<file path="src/rtl/counter_defs.sv">
// counter_defs: shared direction, mode and prescaler constants for the modulo counter family
package counter_defs;
  localparam logic DIR_UP = 1'b1;
  localparam logic DIR_DOWN = 1'b0;
  localparam int MODE_WRAP = 0;
  localparam int MODE_SAT = 1;
  localparam int PRESC_W = 16;
endpackage

</file>
<file path="src/rtl/tick_divider.sv">
// tick_divider: emits one tick every PRESCALE enabled cycles; clear restarts the count
module tick_divider
  import counter_defs::*;
#(
  parameter int PRESCALE = 1
) (
  input  logic clock,
  input  logic reset,
  input  logic enable,
  input  logic clear,
  output logic tick
);
  logic [PRESC_W-1:0] cnt;
  assign tick = enable && (cnt == PRESC_W'(PRESCALE - 1));
  always_ff @(posedge clock)
    if (reset || clear || tick) cnt <= '0;
    else if (enable) cnt <= cnt + PRESC_W'(1);
endmodule

</file>
<file path="src/rtl/modcounter.sv">
// modcounter: prescaled up/down modulo counter with load, wrap/saturate ends and cascade carry
module modcounter
  import counter_defs::*;
#(
  parameter int WIDTH    = 8,
  parameter int MODULUS  = 256,
  parameter int PRESCALE = 1,
  parameter int SATURATE = MODE_WRAP
) (
  input  logic             clock,
  input  logic             reset,
  input  logic             enable,
  input  logic             up,
  input  logic             load,
  input  logic [WIDTH-1:0] iLoadValue,
  input  logic             clear_flag,
  output logic [WIDTH-1:0] oResult,
  output logic             oTerminal,
  output logic             oCarry,
  output logic             oWrap,
  output logic             oOverflow
);
  localparam logic [WIDTH-1:0] TOP = WIDTH'(MODULUS - 1);
  // one extra bit so MODULUS = 2^WIDTH is representable for the load clamp
  localparam logic [WIDTH:0] MOD = (WIDTH + 1)'(MODULUS);
  if (MODULUS < 2 || longint'(MODULUS) > (longint'(1) << WIDTH)) begin : g_bad_modulus
    $error("modcounter: MODULUS out of range");
  end
  if (PRESCALE < 1 || PRESCALE > 65535) begin : g_bad_prescale
    $error("modcounter: PRESCALE out of range");
  end
  logic tick, wrap_set;
  logic [WIDTH-1:0] ld_val, step;
  tick_divider #(.PRESCALE(PRESCALE)) u_div (
    .clock (clock),
    .reset (reset),
    .enable(enable),
    .clear (load),
    .tick  (tick)
  );
  // away from a bound the step never leaves 0..MODULUS-1, so WIDTH bits suffice
  always_comb begin
    oTerminal = (up == DIR_UP) ? (oResult == TOP) : (oResult == '0);
    oCarry = tick && oTerminal;
    wrap_set = oCarry && !load;
    ld_val = ({1'b0, iLoadValue} >= MOD) ? TOP : iLoadValue;
    step = !oTerminal ? ((up == DIR_UP) ? oResult + WIDTH'(1) : oResult - WIDTH'(1))
         : (SATURATE == MODE_SAT) ? oResult
         : (up == DIR_UP) ? '0 : TOP;
  end
  always_ff @(posedge clock)
    if (reset) begin
      oResult <= '0;
      oWrap <= 1'b0;
      oOverflow <= 1'b0;
    end else begin
      oWrap <= wrap_set;
      oOverflow <= wrap_set || (oOverflow && !clear_flag);
      if (load) oResult <= ld_val;
      else if (tick) oResult <= step;
    end
endmodule

</file>
<file path="config.mk">
export PLATFORM = sky130hd
export DESIGN_NAME = modcounter
export DESIGN_NICKNAME = d
export VERILOG_FILES = /design/src/rtl/counter_defs.sv /design/src/rtl/tick_divider.sv /design/src/rtl/modcounter.sv
export SDC_FILE = /design/constraint.sdc
export NUM_CORES = 1
export LEC_CHECK = 0
export CORE_UTILIZATION = 50
export CTS_BUF_LIST = sky130_fd_sc_hd__clkbuf_4 sky130_fd_sc_hd__clkbuf_8 sky130_fd_sc_hd__clkbuf_16
export DETAILED_ROUTE_END_ITERATION = 8
export HOLD_SLACK_MARGIN = 0.03
export PLACE_DENSITY = 0.76
export SLEW_MARGIN = 15
export SYNTH_ARGS = -nofsm -noshare
export SYNTH_HDL_FRONTEND = slang
export SYNTH_SLANG_ARGS = --single-unit
</file>
<file path="constraint.sdc">
create_clock -name clock -period 3.2 [get_ports clock]
set_input_delay 0.64 -clock clock [delete_from_list [all_inputs] [get_ports clock]]
set_output_delay 0.64 -clock clock [all_outputs]
set_load 0.05 [all_outputs]
</file>
==> results.md <==
- Failing checks: DRC
- Grt total ovfl: 0
- Per-cell routed wire length: approximately 15 µm
- Mapped Avg Cell Area: 8.30 µm²
- H-tree lvl count: 1
- Net Switching: approximately 0.24 mW
- Area grow syn2layout: 23.9%
- Crit path largest cell delay: 0.58 ns
- DRC Markers: 10
- Post-CTS Setup Inserts: 0
- Final Hold Fails: 0
- Starting Density: 0.536
- Setup Skew: 0.0155 ns
- Yosys top cell area share: 0.346
- Clock root buffer: clkbuf_4
- N_diodes: 0
- Maximum vdd drop: 0.192 mV
- Io pins: 26
- Count leader, synth: dfxtp_1
- Die W: roughly 57 µm
- Die height: ~57 µm
- Net count after synthesis: roughly 200
- Achievable Freq: about 350 MHz
- First-pass GRT wire length: between 6 and 7 mm
- Sequential area share after synthesis: 0.346
- Input/output buffers: 25
- Switching part of the total power: 0.302
- CP cell instances: clkdlybuf4s50_1 > nand2_1 > nor3_1 > nor2_2 > nor2_1 > buf_12
- TritonCTS clock tree: done
- Hold_ws: roughly 0.50 ns
- CTS Buf Count: 3
- WL met3: 137 µm
- CTS Hold Bufs: 0
- Int Pwr: between 0.5 and 0.6 mW
- Synth warn: 0
- Minimum clock period: between 2 and 3 ns
- Nets@finish: approximately 230
- Full die area: 3230 µm²
- Setup TNS: 0 ns
- Vias: around 1400
- Clock insertion delay at the later pin of the skew report: 0.32 ns
- Pin count of the biggest net entering global routing: 17
- Comb pwr share: 0.269
- Critical path's slowest cell: clkdlybuf4s50_1
- Synth async-reset ratio: 0
- Slew headroom: 0.611
- Arrival @ worst endpoint: 2.19 ns
- Vias in the first global route: 1455
- Hold WC Path Type: reg -> reg
- Post-synth EDFFs: 0
- Tot GR Track Use: 0.246
- Yosys cell types: 35
- Yosys reg bits: 26
- Share of cells above drive strength 1: 0.0580
- WP buf/inv: 2
- CTS resizes: 0
- WL final: ~3.6 mm
- Worst setup EP type: primary output
- First-pass detailed-route iteration total: 6
- Clk pwr share: 0.283
- Maxcap violations: 0
- Sequential share of power: 0.447
- Core Box Area: around 2800 µm²
- DR top layer: met4
- Placer Congestion: between 0.8 and 0.9
- Final setup viols: 0
- Max Slew Vio Count: 0
- Post-DP HPWL: between 2 and 3 mm
- Delay-heaviest family, CP: simple AND/OR/NAND/NOR gates
- Synth Flop Type: dfxtp_1
- DR iter-0 viols: 56
- Cells after synthesis: between 150 and 200
- WP data required: between 2 and 3 ns
- M1 wire length: between 1.5 and 2 mm
- Post-synth top area cell: dfxtp_1
- Clk buf depth: 2
- ANT nets after route: 0
- Synth top cells by count: dfxtp_1 (26), nor2_1 (18), nand2_1 (17), xor2_1 (12)
- Post-Syn Area: roughly 1500 µm²
- Clk pin slew, worst setup/hold paths: 0.13 ns
- Pleak: 0.698 nW
- Crit share post-route: 0.883
- WS Path Type: in -> out
- Met2 wire len: 1.87 mm
- Crit path launch type: input port
- Run status: complete, but fails checks
- Avg Vias per Cell: roughly 6
- Max FO, Critical Path: 6
- RSZ-0062 raised after global routing: no
- Tightest Pin Transition: between 0.5 and 0.6 ns
- Pwr dens: 424 nW/µm²
- Largest cells by area after synthesis: dfxtp_1 (35%), xor2_1 (7.0%), ha_1 (6.7%)
- Clk sinks: 26
- Initial antenna violation count: 0
- Row cnt: 19
==> cell type report <==
| class | instances | area, µm² |
|---|---|---|
| flip-flops and latches | 26 | 520 |
| fillers | 264 | 943 |
| clock inverters | 1 | 30.0 |
| inverters | 11 | 41.3 |
| clock buffers | 3 | 22.5 |
| multi-input cells | 138 | 916 |
| repair buffers | 28 | 293 |
| well taps | 31 | 38.8 |
==> state kept, by name, indices dropped and copies added (netlist names) <==
name / flops
oWrap: 1
oResult: 8
u_div.cnt: 16
oOverflow: 1
==> cell usage in the layout (no fill, tap or decap), types with 4 or more instances in the layout <==
cell type and n:
ha_1 8, nand3_1 8, inv_1 11, xnor2_1 6, a21oi_1 11, o21ai_0 6
nand2_1 17, nand4_1 6, nor2_1 18, or3_1 6, nor4_1 4, nor3_1 5
a211oi_1 4, clkdlybuf4s50_1 23, dfxtp_1 26, xor2_1 12
==> final timing paths <==
path            startpoint            end  slack, ns  cells after the start
min reg2reg  u_div.cnt[15]  u_div.cnt[15]       0.50                      2
min          u_div.cnt[15]  u_div.cnt[15]       0.50                      2
max                     up         oCarry       0.37                      6
max reg2reg   u_div.cnt[0]     oResult[1]       1.15                      7
==> kinds of logic after synthesis <==
group	synth area share
AOI/OAI and AO/OA	0.147
DFF	0.346
buffers and inverters	0.0441
muxes	0.0200
xor gates and xnor gates	0.105
adders and majority gates	0.0799
and+or+nand+nor	0.258
==> metrics by stage <==
stage	util	power, mW	cells	setup WS [ns]	cell area, µm²
final	0.664	0.789	238	0.375	1860
after global routing	0.664	0.829	238	0.268	1860
after CTS	0.664	0.793	238	0.362	1860
after detailed placement	0.645	0.572	234	0.242	1810
after global placement	0.645	0.564	234	0.327	1810
after floorplan	-	0.498	181	0.309	1500
==> power groups by stage <==
stage                     Clock [mW]  Sequential, mW  Combinational (mW)
after CTS                      0.228           0.353               0.212
after detailed placement           0           0.360               0.212
after global placement             0           0.359               0.205
final                          0.224           0.353               0.213
after floorplan                    0           0.389               0.109
after global routing           0.243           0.355               0.231
==> worst register-to-register path: cells and delay by family, from the launching register on <==
kind | cells | cell delay [ns]
AO/OA/AOI/OAI | 1 | 0.15
AND/OR/NAND/NOR | 3 | 0.94
flip-flops | 1 | 0.39
adder cells (fa/ha/maj) | 1 | 0.14
buffers and inverters | 2 | 0.30
==> metal layers <==
metal  vias up  track usage
met5         -            0
met2        38        0.449
met4         0        0.111
met1       672        0.279
li1        711            -
met3         8       0.0369
Power figures use the tool's default switching activity.
